## src/rtl/usb_hs_pkg.sv

```systemverilog
// Shared types and constants for the USB HS transmit path.
package usb_hs_pkg;

    // Transmit sequencer states
    typedef enum logic [1:0] {
        IDLE = 2'd0,
        SYNC = 2'd1,
        DATA = 2'd2,
        EOP  = 2'd3
    } tx_state_e;

    // Line states as {dp, dm}
    localparam logic [1:0] LS_SE0 = 2'b00;
    localparam logic [1:0] LS_J   = 2'b10;
    localparam logic [1:0] LS_K   = 2'b01;

    // Default field lengths
    localparam int SYNC_BITS_DEF = 32;
    localparam int EOP_BITS_DEF  = 8;
    localparam int STUFF_LEN_DEF = 6;

endpackage

```

## src/rtl/usb_nrzi_stuff.sv

```systemverilog
// Bit-stuffing and NRZI line encoder. Tracks the run of transmitted ones,
// flags the slot in which a stuff bit must be inserted, and holds the
// current NRZI line level (1 = J, 0 = K).
module usb_nrzi_stuff
    import usb_hs_pkg::*;
#(
    parameter int STUFF_LEN = STUFF_LEN_DEF
) (
    input  logic       clk_i,
    input  logic       rst_i,
    input  logic       bit_i,          // next bit to send (ignored in a stuff slot)
    input  logic       bit_valid_i,    // a bit slot follows this edge
    input  logic       stuff_en_i,     // stuffing/run counting active
    input  logic       nrzi_preset_i,  // return to J, clear run (line going idle)
    output logic [1:0] line_o,         // {dp, dm} for the current level
    output logic       stall_o         // next slot is a stuff bit
);

    localparam int OW = $clog2(STUFF_LEN + 1);

    logic [OW-1:0] ones_q, ones_d;
    logic          level_q, level_d;

    assign stall_o = stuff_en_i && (ones_q == OW'(STUFF_LEN));
    assign line_o  = level_q ? LS_J : LS_K;

    // Next run length and line level for the slot after this edge
    always_comb begin
        ones_d  = ones_q;
        level_d = level_q;
        if (nrzi_preset_i) begin
            ones_d  = '0;
            level_d = 1'b1;
        end else if (bit_valid_i) begin
            if (stall_o) begin
                // Inserted zero: toggle and restart the run
                ones_d  = '0;
                level_d = ~level_q;
            end else begin
                level_d = bit_i ? level_q : ~level_q;
                if (stuff_en_i)
                    ones_d = bit_i ? ones_q + OW'(1) : '0;
            end
        end
    end

    // Run counter and NRZI level registers
    always_ff @(posedge clk_i or posedge rst_i) begin
        if (rst_i) begin
            ones_q  <= '0;
            level_q <= 1'b1;
        end else begin
            ones_q  <= ones_d;
            level_q <= level_d;
        end
    end

endmodule

```

## src/rtl/usb_hs_tx.sv

```systemverilog
// USB HS serial transmitter: SYNC, LSB-first data with bit stuffing, NRZI,
// HS EOP. Optional feature macro: USB_HS_TX_CHIRP_EN (adds chirp_k input
// that drives K from IDLE).
module usb_hs_tx
    import usb_hs_pkg::*;
#(
    parameter int SYNC_BITS = SYNC_BITS_DEF,
    parameter int EOP_BITS  = EOP_BITS_DEF,
    parameter int STUFF_LEN = STUFF_LEN_DEF
) (
    input  logic       clk_480m_usb,
    input  logic       rst,
`ifdef USB_HS_TX_CHIRP_EN
    input  logic       chirp_k,
`endif
    input  logic       tx_valid,
    input  logic [7:0] tx_data,
    output logic       tx_ready,
    output logic       tx_enable,
    output logic       dp_bit_hs_phy,
    output logic       dm_bit_hs_phy,
    output logic       tx_busy
);

    localparam int CW = $clog2(SYNC_BITS + EOP_BITS + 8);

    tx_state_e     state_q, state_d;
    logic [CW-1:0] cnt_q, cnt_d;     // SYNC/EOP bit index, or data bit index
    logic [6:0]    sr_q, sr_d;       // remaining bits of the current byte
    logic          bit_nxt, stall, load_pt, start;
    logic [1:0]    enc_line, line;
    logic          chirp_q, chirp_d;

`ifdef USB_HS_TX_CHIRP_EN
    assign start   = (state_q == IDLE) && tx_valid && !chirp_k;
    assign chirp_d = (state_q == IDLE) && chirp_k;
`else
    assign start   = (state_q == IDLE) && tx_valid;
    assign chirp_d = 1'b0;
`endif

    // Last slot of SYNC, or last slot of a byte (bit 7 or its trailing stuff bit)
    assign load_pt = ((state_q == SYNC) && (cnt_q == CW'(SYNC_BITS - 1))) ||
                     ((state_q == DATA) && (cnt_q == CW'(7)) && !stall);
    assign tx_ready = load_pt && tx_valid;

    // State, counter and shift registers
    always_ff @(posedge clk_480m_usb or posedge rst) begin
        if (rst) begin
            state_q <= IDLE;
            cnt_q   <= '0;
            sr_q    <= '0;
            chirp_q <= 1'b0;
        end else begin
            state_q <= state_d;
            cnt_q   <= cnt_d;
            sr_q    <= sr_d;
            chirp_q <= chirp_d;
        end
    end

    // Next state: packet framing and load-point decisions
    always_comb begin
        state_d = state_q;
        case (state_q)
            IDLE: if (start) state_d = SYNC;
            SYNC: if (load_pt) state_d = tx_valid ? DATA : EOP;
            DATA: if (load_pt) state_d = tx_valid ? DATA : EOP;
            EOP:  if (cnt_q == CW'(EOP_BITS - 1)) state_d = IDLE;
            default: state_d = IDLE;
        endcase
    end

    // Bit selection for the next slot; stuff slots freeze the data path
    always_comb begin
        cnt_d   = cnt_q;
        sr_d    = sr_q;
        bit_nxt = 1'b0;
        case (state_q)
            IDLE: cnt_d = '0;
            SYNC, DATA: begin
                if (load_pt) begin
                    cnt_d = '0;
                    if (tx_valid) begin
                        sr_d    = tx_data[7:1];
                        bit_nxt = tx_data[0];
                    end
                end else if (state_q == SYNC) begin
                    cnt_d   = cnt_q + CW'(1);
                    bit_nxt = (cnt_q == CW'(SYNC_BITS - 2));
                end else if (!stall) begin
                    cnt_d   = cnt_q + CW'(1);
                    sr_d    = {1'b0, sr_q[6:1]};
                    bit_nxt = sr_q[0];
                end
            end
            EOP: begin
                cnt_d   = cnt_q + CW'(1);
                bit_nxt = 1'b1;
            end
            default: cnt_d = '0;
        endcase
    end

    usb_nrzi_stuff #(.STUFF_LEN(STUFF_LEN)) u_enc (
        .clk_i         (clk_480m_usb),
        .rst_i         (rst),
        .bit_i         (bit_nxt),
        .bit_valid_i   (state_d != IDLE),
        .stuff_en_i    ((state_q == SYNC) || (state_q == DATA)),
        .nrzi_preset_i (state_d == IDLE),
        .line_o        (enc_line),
        .stall_o       (stall)
    );

    // Line outputs: encoder level while framing, chirp K or SE0 when idle
    always_comb begin
        line      = LS_SE0;
        tx_enable = 1'b0;
        if (state_q != IDLE) begin
            line      = enc_line;
            tx_enable = 1'b1;
        end else if (chirp_q) begin
            line      = LS_K;
            tx_enable = 1'b1;
        end
    end

    assign {dp_bit_hs_phy, dm_bit_hs_phy} = line;
    assign tx_busy = (state_q != IDLE);

endmodule

```

## config.mk

```make
export PLATFORM = sky130hd
export DESIGN_NAME = usb_hs_tx
export DESIGN_NICKNAME = d
export VERILOG_FILES = /design/src/rtl/usb_hs_pkg.sv /design/src/rtl/usb_nrzi_stuff.sv /design/src/rtl/usb_hs_tx.sv
export SDC_FILE = /design/constraint.sdc
export NUM_CORES = 1
export LEC_CHECK = 0
export ABC_AREA = 1
export BUFFER_PORTS_ARGS = -buffer_cell sky130_fd_sc_hd__buf_4
export CORE_MARGIN = 2
export CORE_UTILIZATION = 57
export DETAILED_ROUTE_END_ITERATION = 10
export PLACE_DENSITY_LB_ADDON = 0.05
export SETUP_SLACK_MARGIN = 0.05
export SLEW_MARGIN = 15
export SYNTH_ARGS = -nofsm -noshare
export SYNTH_HDL_FRONTEND = slang
export SYNTH_SLANG_ARGS = --single-unit
```

## constraint.sdc

```tcl
create_clock -name clk_480m_usb -period 2.4 [get_ports clk_480m_usb]
set_input_delay 0.12 -clock clk_480m_usb [delete_from_list [all_inputs] [get_ports clk_480m_usb]]
set_output_delay 0.12 -clock clk_480m_usb [all_outputs]
set_load 0.02 [all_outputs]
```

# Word-level counts from Yosys, hierarchy flattened
# Cells that the tools add are included.
dict set report classes {
  n_addsub 2
  eq_ne 12
  n_mux 30
  n_bitwise 1
  n_reduce_logical 19
}
# op count
set op_table {}
lappend op_table {{$mux W7} 4}
lappend op_table {{$mux W6} 3}
lappend op_table {{$pmux W6 S3} 1}
lappend op_table {{$mux W3} 5}
lappend op_table {{$eq A6 B5 Y1 const B} 2}
lappend op_table {{$mux W1} 10}
lappend op_table {{$mux W2} 5}
lappend op_table {{$add A6 B1 Y6 const B} 1}
lappend op_table {{$eq A6 B3 Y1 const B} 1}
lappend op_table {{$logic_and A1 B1 Y1} 6}
lappend op_table {{$pmux W2 S3} 1}
lappend op_table {{$reduce_bool A2 Y1} 3}
lappend op_table {{$eq A2 B2 Y1 const B} 2}
lappend op_table {{$logic_not A2 Y1} 2}
lappend op_table {{$ne A2 B2 Y1 const B} 2}
lappend op_table {{$ne A4 B2 Y1 const B} 1}
lappend op_table {{$reduce_and A2 Y1} 2}
lappend op_table {{$reduce_and A4 Y1} 1}
lappend op_table {{$add A3 B1 Y3 const B} 1}
lappend op_table {{$eq A3 B3 Y1 const B} 1}
lappend op_table {{$ne A3 B3 Y1 const B} 1}
lappend op_table {{$reduce_bool A3 Y1} 1}
lappend op_table {{$eq A2 B1 Y1 const B} 1}
lappend op_table {{$logic_or A1 B1 Y1} 2}
lappend op_table {{5 further kinds} 5}
dict set report word_totals {
  register_bits 19
  input_bits 11
  output_inout_bits 5
}

# Logic depth before layout (Yosys ltp)
# Gate-level depths: netlist (run 1).
dict set report logic_depth {
  word_depth 13
  mapped_depth 16
}

# Cells and area by module
# Synthesis (run 1) repeated with hierarchy kept, for this count alone.
dict set report unflattened {
  hier_cells 186
  hier_area_um2 1385.1
}
# module instances cells_per_inst area_each_um2 seq_area_each_um2
set by_module_without_submodules {}
lappend by_module_without_submodules {usb_hs_tx 1 146 1094.8 375.4}
lappend by_module_without_submodules {usb_nrzi_stuff 1 40 290.3 101.3}

# Worst setup path after synthesis (run 1)
# No wires, ideal clock.
dict set report synth_timing {
  path_type {reg2reg}
  from {register state_q[1]}
  to {register cnt_q[2]}
  setup_ps 123
  t_arrival_ps 1854
  t_required_ps 2277
  slack_ps 423
  path_stages_with_launch 15
  path_buffers 2
  synth_period_minus_slack_ps 1977
  cell_sequence {dfrtp_1 -> inv_1 -> ha_1 -> buf_6 -> nand3_4 -> nand2_1 -> inv_1 -> nand2_4 -> nand2_4 -> buf_6 -> nor3_4 -> inv_2 -> nand2_1 -> xor2_1 -> nor2_1}
}
dict set report synth_via {
  elab_chain_cells 8
  word_cells_on_any_way 16
  classes_between {4 x eq/ne; 3 x mux; 9 x reduce/logical}
}
# item line_no
set synth_rtl {}
lappend synth_rtl {{start: declaration} usb_hs_tx.sv:27} ;# tx_state_e state_q, state_d;
lappend synth_rtl {{start signal: assignment} usb_hs_tx.sv:55} ;# state_q <= state_d;
lappend synth_rtl {{$eq A2 B1 Y1 or $eq A2 B2 Y1 (tied branches)} -}
lappend synth_rtl {{$logic_or A1 B1 Y1} usb_hs_tx.sv:110} ;# .stuff_en_i ((state_q == SYNC) || (state_q == DATA)),
lappend synth_rtl {{$logic_and A1 B1 Y1} usb_nrzi_stuff.sv:24} ;# assign stall_o = stuff_en_i && (ones_q == OW'(STUFF_LEN));
lappend synth_rtl {{$logic_not A1 Y1} -}
lappend synth_rtl {{$logic_and A1 B1 Y1} usb_hs_tx.sv:44} ;# ((state_q == DATA) && (cnt_q == CW'(7)) && !stall);
lappend synth_rtl {{$logic_or A1 B1 Y1} usb_hs_tx.sv:43} ;# assign load_pt = ((state_q == SYNC) && (cnt_q == CW'(SYNC_BITS - 1))) ||
lappend synth_rtl {{$mux W6} usb_hs_tx.sv:82} ;# if (load_pt) begin
lappend synth_rtl {{$pmux W6 S3} usb_hs_tx.sv:79} ;# case (state_q)
lappend synth_rtl {{end signal: assignment} usb_hs_tx.sv:56} ;# cnt_q <= cnt_d;
lappend synth_rtl {{end: declaration} usb_hs_tx.sv:28} ;# logic [CW-1:0] cnt_q, cnt_d;
# Several ways; a longest one is shown, not always the timed one.
# A chain may end at the register's enable or synchronous reset.

# Worst setup path after layout (run 1)
dict set report layout_timing {
  from {register state_q[0]}
  to {register sr_q[3]}
}
dict set report layout_via {
  elab_chain_cells 8
  word_cells_on_any_way 15
  classes_between {5 x eq/ne; 1 x mux; 9 x reduce/logical}
}
# item line_no
set layout_rtl {}
lappend layout_rtl {{$eq A2 B1 Y1 or $eq A2 B2 Y1 (tied branches)} -}
lappend layout_rtl {{$logic_or A1 B1 Y1} usb_hs_tx.sv:110}
lappend layout_rtl {{$logic_and A1 B1 Y1} usb_nrzi_stuff.sv:24}
lappend layout_rtl {{$logic_not A1 Y1} -}
lappend layout_rtl {{$logic_and A1 B1 Y1} usb_hs_tx.sv:44}
lappend layout_rtl {{$logic_or A1 B1 Y1} usb_hs_tx.sv:43}
lappend layout_rtl {{$ne A2 B2 Y1 (no source line) or $ne A2 B1 Y1 (tied branches)} -}
lappend layout_rtl {{$reduce_and A4 Y1 (no source line)} -}
lappend layout_rtl {{end signal: assignment} usb_hs_tx.sv:57} ;# sr_q <= sr_d;
lappend layout_rtl {{end: declaration} usb_hs_tx.sv:29} ;# logic [6:0] sr_q, sr_d;
# Several ways; a longest one is shown, not always the timed one.

==> results of run 1 <==
metal layers:
metal / vias to the layer above / share of wire
li1: 531 / -
met1: 494 / 0.47
met2: 22 / 0.48
met3: 4 / 0.037
met4: 0 / 0.012
met5: - / 0
worst reg2reg max path: stages, from the launching register on:
cell and delay (ns):
dfrtp_1 0.40, inv_1 0.11, ha_1 0.35, nand3_4 0.15, nand2_1 0.07, inv_1 0.09
nand2_4 0.08, nand2_8 0.15, nand2_2 0.09, o21ai_1 0.14, o211ai_4 0.20, nand2_1 0.12
o21ai_2 0.05
worst max-delay path by stage:
stage,startpoint,to,slack (ns)
2_1_floorplan,state_q[1],cnt_q[2],0.42
3_3_place_gp,state_q[0],sr_q[2],0.20
3_5_place_dp,state_q[1],sr_q[3],0.13
4_1_cts,state_q[1],sr_q[4],0.13
5_1_grt,state_q[1],sr_q[0],0.08
6_report,state_q[0],sr_q[3],0.28
metrics by stage:
step,setup WS (ns),utilization,std cells
after floorplan,0.423,-,155
after global placement,0.197,0.647,195
after detailed placement,0.128,0.647,195
after CTS,0.126,0.664,200
after global routing,0.0762,0.672,200
final,0.281,0.672,200
placed cells by master, fill, tap and decap left out, types with 2 or more instances in the layout:
master / synthesis / final
o21ai_1: 2 / 3
xor2_1: 3 / 3
inv_1: 21 / 21
ha_1: 8 / 8
nor2_1: 10 / 10
o21ai_0: 5 / 4
nand4_1: 2 / 2
nand2_1: 39 / 39
clkbuf_4: 0 / 3
a21oi_1: 5 / 5
nand3_1: 7 / 7
nand2_2: 2 / 2
o21ai_2: 8 / 8
mux2i_1: 6 / 6
nand3_2: 3 / 3
dfrtp_1: 18 / 18
buf_4: 1 / 16
registers in the layout (all words and copies together), names as in the netlist:
name	count
u_enc.level_q	1
state_q	2
cnt_q	6
u_enc.ones_q	3
sr_q	7
layout make-up:
cell class	instances	area, sq um
inverters	22	82.6
fillers	190	712
clock buffers	4	26.3
repair buffers	17	130
well taps	28	35.0
multi-input cells	110	707
flip-flops and latches	19	477
power by group through the flow:
stage          Clock (uW)  Sequential [uW]  Combinational [uW]
3_3_place_gp            0              390                 481
5_1_grt               186              390                 560
4_1_cts               173              385                 489
3_5_place_dp            0              392                 486
6_report              168              386                 500
2_1_floorplan           0              385                 390
timing repair:
item                       in CTS  in global routing
hold buffers                    1                  0
gates resized for setup         0                  3
hold endpoints to repair       18                  0
setup endpoints to repair       0                  7
logic make-up after synthesis:
group	share of synthesized area
AOI/OAI and AO/OA	0.115
xor gates and xnor gates	0.0204
adders and majority gates	0.0776
buffers and inverters	0.0960
DFF	0.370
muxes	0.0466
and+or+nand+nor	0.274
==> results.cfg, run 1 <==
[timing]
finalSetupTns_ns = 0
finalHoldViolCount = 0
worst_pin_slew_ns = 0.763
finalCritPeriodShare = 0.883
drv_slew = 0
clock_skew_ns = 0.00451
min_period_ns = 2.12
holdWs_ns = 0.0677
fmax_mhz = 472
rsz0062_at_grt = no
slew_headroom = 0.491
finalSetupViolations = 0

[floorplan]
ios = 16
rows = 17
die_area_sq_mm = 0.00266
fp.dieW_um = 51.6
chipHeight_um = 51.6
core_sq_mm = 0.00217
start_util = 0.595

[detailed_routing]
via_count = 1051
vias_per_cell = 5.26
ant_nets = 0
drtIter0Drc = 31
route.final.wire_length_um = 2410
wl_per_cell_um = 12.0
drt-pass1-iter-count = 4
drc = 0

[worst_setup_path]
r2r_setup_slack_ns = 0.28
critPathBufInv = 2
end_kind = flip-flop
rr_worst_depth = 12
critPathKind = flip-flop to flip-flop
crit_path_max_fanout = 14
r2r_start = state_q[0]
cp_num_cells = 12
slowest_stage = dfrtp_1
crit_path_start_kind = flip-flop
cp_slowest_stage_delay_ns = 0.40
crit_chain = inv_1 > ha_1 > nand3_4 > nand2_1 > inv_1 > nand2_4 > nand2_8 > nand2_2 > o21ai_1 > o211ai_4 > nand2_1 > o21ai_2
crit_required_ns = 2.59
r2r_end = sr_q[3]
cpLargestDelayFamily = simple AND/OR/NAND/NOR gates
cp.arrival_ns = 2.31

[synth]
synth.distinct_cells = 28
synth_edf_count = 0
synth.avg_cell_area_sq_um = 8.32
synth_common_cells = 39 x nand2_1, 21 x inv_1, 18 x dfrtp_1
yosysTopAreaCell = dfrtp_1
syn_area_sq_mm = 0.00129
synth.top_cell.area_share = 0.349
synth_flop_cell = dfrtp_1
syn_inst = 155
syn_nets = 174
synth_seq_area_share = 0.370
synthArstFlopShare = 1.00
synth-seq-cells = 19
yosys_warnings = 0
yosysMostFrequentCell = nand2_1
synth_area_leaders = dfrtp_1 35%, nand2_1 11%, ha_1 7.8%, inv_1 6.1%, o21ai_2 5.4%

[clock_network]
htreeDepth = 1
clockBufferDepth = 2
post_cts_buffers = 0
cts_sinks = 19
cts_buffers = 3
root_buffer = clkbuf_4
insertion_delay_ns = 0.30
clk_pin_slew_ns = 0.11
cts_tree = done

[placement]
portBuffers = 15
dp_hpwl_um = 1830
placed_cell_area_sq_mm = 0.00140
place_congestion = 0.867

[grt]
grt_use_met3 = 0.0345
grtUsageTotal = 0.212
grt_pass1_vias = 990
grt.met1_usage = 0.285
antenna_found_initial = 0
grt_first_pass_wirelength_um = 4210
grt-busiest-layer = met2
overflow = 0
grt_max_degree = 20
met2_usage = 0.348

[worst_hold_path]
hold_path_depth = 3
min_from = tx_data[7]
holdPathEnd = sr_q[6]
hold_path.class = input pin to flip-flop

[pwr]
p_sw_uw = 459
comb_power_share = 0.475
p_sw_frac = 0.436
power_uw = 1050
clkPwrFrac = 0.159
cellPowerDensity_mw_per_mm2 = 722
seq_power_share = 0.366
internal-power_uw = 593
static-leakage-power_uw = 0.000733
ir_drop_uv = 493

[final_layout]
design_area_sq_mm = 0.00146
drive_above_1_share = 0.238
final_net_count = 192
antenna_cells = 0
syn_to_final_growth_pct = 13.0

[status]
outcome = complete, no violations

[run]
cap_violations = 0
(Power assumes the default switching activity.)
==> run 2: changes to the inputs <==
Settings changed: SYNTH_HIERARCHICAL set to 1.
==> run 2 against run 1 <==
Clock skew increased by 0.0083 ns. Non-clock buffer count increased by 3. First-iteration DRC count decreased by 39%. Cell area increased by 11%. Wire length increased by 18%. Worst hold slack improved by 0.022 ns. Core utilization increased by 4.5 points. Die area increased by 6.8%. Worst setup slack got worse by 0.10 ns. Largest cell class unchanged. Highest routed layer unchanged.
==> results.cfg, run 2 <==
[floorplan]
ios = 16
fp.dieW_um = 53.3
chipHeight_um = 53.3
rows = 17
start_util = 0.614
die_area_sq_mm = 0.00284
core_sq_mm = 0.00225

[pwr]
ir_drop_uv = 840
clkPwrFrac = 0.112
comb_power_share = 0.584
cellPowerDensity_mw_per_mm2 = 926
p_sw_uw = 702
static-leakage-power_uw = 0.000864
internal-power_uw = 794
seq_power_share = 0.304
p_sw_frac = 0.469

[clock_network]
cts_sinks = 19
htreeDepth = 1
cts_tree = done
cts_buffers = 3
clockBufferDepth = 2
clk_pin_slew_ns = 0.12
insertion_delay_ns = 0.30
root_buffer = clkbuf_4

[timing]
slew_headroom = 0.589
finalSetupViolations = 0
setup_slack_ns = 0.180
fmax_mhz = 450
finalHoldViolCount = 0
min_period_ns = 2.22
rsz0062_at_grt = no
clock_skew_ns = 0.0128
drv_slew = 0
finalSetupTns_ns = 0
finalCritPeriodShare = 0.925
holdWs_ns = 0.0899
worst_pin_slew_ns = 0.616

[synth]
yosys_warnings = 6
synth_edf_count = 0
syn_nets = 205
yosysTopAreaCell = dfrtp_1
synth-seq-cells = 19
synth.avg_cell_area_sq_um = 7.45
syn_area_sq_mm = 0.00139
yosysMostFrequentCell = nand2_1
synth_flop_cell = dfrtp_1
synthArstFlopShare = 1.00
synth_common_cells = 62 x nand2_1, 25 x inv_1, 18 x dfrtp_1
synth_seq_area_share = 0.344
synth_area_leaders = dfrtp_1 33%, nand2_1 17%, ha_1 7.2%, inv_1 6.8%, nand3_1 5.1%
synth.distinct_cells = 27
syn_inst = 186
synth.top_cell.area_share = 0.325

[detailed_routing]
via_count = 1210
drtIter0Drc = 19
drc = 0
vias_per_cell = 5.15
route.final.wire_length_um = 2830
ant_nets = 0
wl_per_cell_um = 12.1
drt-pass1-iter-count = 4

[run]
cap_violations = 0

[final_layout]
design_area_sq_mm = 0.00162
final_net_count = 227
syn_to_final_growth_pct = 16.7
antenna_cells = 0
final_common_cell = nand2_1
drive_above_1_share = 0.271
largest_register_ffs = 7
reg.largest.list = sr_q: 7 flops, cnt_q: 6 flops, u_enc/ones_q: 3 flops
utilization = 0.717
final_cell_mix = 61 x nand2_1, 23 x inv_1, 19 x buf_4
regMostFlops = sr_q

[placement]
dp_hpwl_um = 2160
portBuffers = 15
place_congestion = 0.870
post-place-ws_ns = -0.0324
placed_cell_area_sq_mm = 0.00153

[worst_setup_path]
critPathKind = flip-flop to flip-flop
crit_path_max_fanout = 5
crit_path_start_kind = flip-flop
end_kind = flip-flop
cp.arrival_ns = 2.42
crit_required_ns = 2.60

[grt]
grt_max_degree = 16
antenna_found_initial = 0
grt_first_pass_wirelength_um = 4640
grtUsageTotal = 0.226
grt_pass1_vias = 1115
overflow = 0

[status]
outcome = complete, no violations

[worst_hold_path]
hold_path.class = input pin to flip-flop
## run 2: layout make-up
type	instances	area (sq um)
Clock buffer	4	26.3
Fill cell	183	638
Sequential cell	19	477
Timing Repair Buffer	20	153
Tap cell	28	35.0
Inverter	29	109
Multi-Input combinational cell	135	817
## run 2: final timing paths
check                               from         endpoint  slack, ns  cells after the start
max in group asynchronous            rst          sr_q[3]       1.54                      3
hold / removal                tx_data[7]          sr_q[6]       0.09                      3
hold reg to reg            u_enc/level_q    u_enc/level_q       0.49                      2
min in group asynchronous            rst  u_enc/ones_q[0]       0.26                      3
setup reg to reg              state_q[0]  u_enc/ones_q[2]       0.18                     16
setup / recovery              state_q[0]  u_enc/ones_q[2]       0.18                     16
## run 2: stage by stage
stage	std cells	power, uW
finish	235	1500
floorplan	186	1100
global placement	228	1230
CTS	234	1450
global route	235	1630
detailed placement	228	1260
## run 2: cell families after synthesis
kind of cell    count (synthesis)  synth area share
buf+inv                        32            0.0948
simple gates                  109             0.404
xor+xnor                        2            0.0126
compound gates                 16            0.0723
flops                          19             0.344
fa+ha+maj                       8            0.0723
## run 2: repair_timing
item	4_1_cts	5_1_grt
hold endpoints to repair	19	0
gates resized for setup	1	10
endpoints found under the setup margin	4	4
pin swaps	0	3
hold buffers	1	0
buffers inserted	1	1
## run 2: worst max-delay path: stages (launching register included)
cell and delay (ns):
dfrtp_1 0.41, inv_2 0.11, ha_4 0.22, nand3_2 0.09, inv_1 0.07, nor2_2 0.12, nand3_4 0.13, nand2_8 0.12
nand2_4 0.08, nand3_1 0.07, nand2_1 0.08, a21oi_2 0.22, inv_2 0.09, nand2_4 0.10, nand3_1 0.07, nand2_1 0.10
nor2_2 0.04
## run 2: metal layers
layer | global-route usage | wire length [um] | vias up
met5 | 0 | 0 | -
met4 | 0.107 | 38 | 0
met3 | 0.0508 | 97 | 6
met2 | 0.364 | 1370 | 23
met1 | 0.283 | 1330 | 561
li1 | - | - | 620
## run 2: power by group through the flow
stage	Combinational (uW)	Sequential [uW]	Clock (uW)
after detailed placement	796	464	0
after global routing	973	465	188
after global placement	775	458	0
after CTS	827	451	170
final	874	455	167
after floorplan	648	449	0
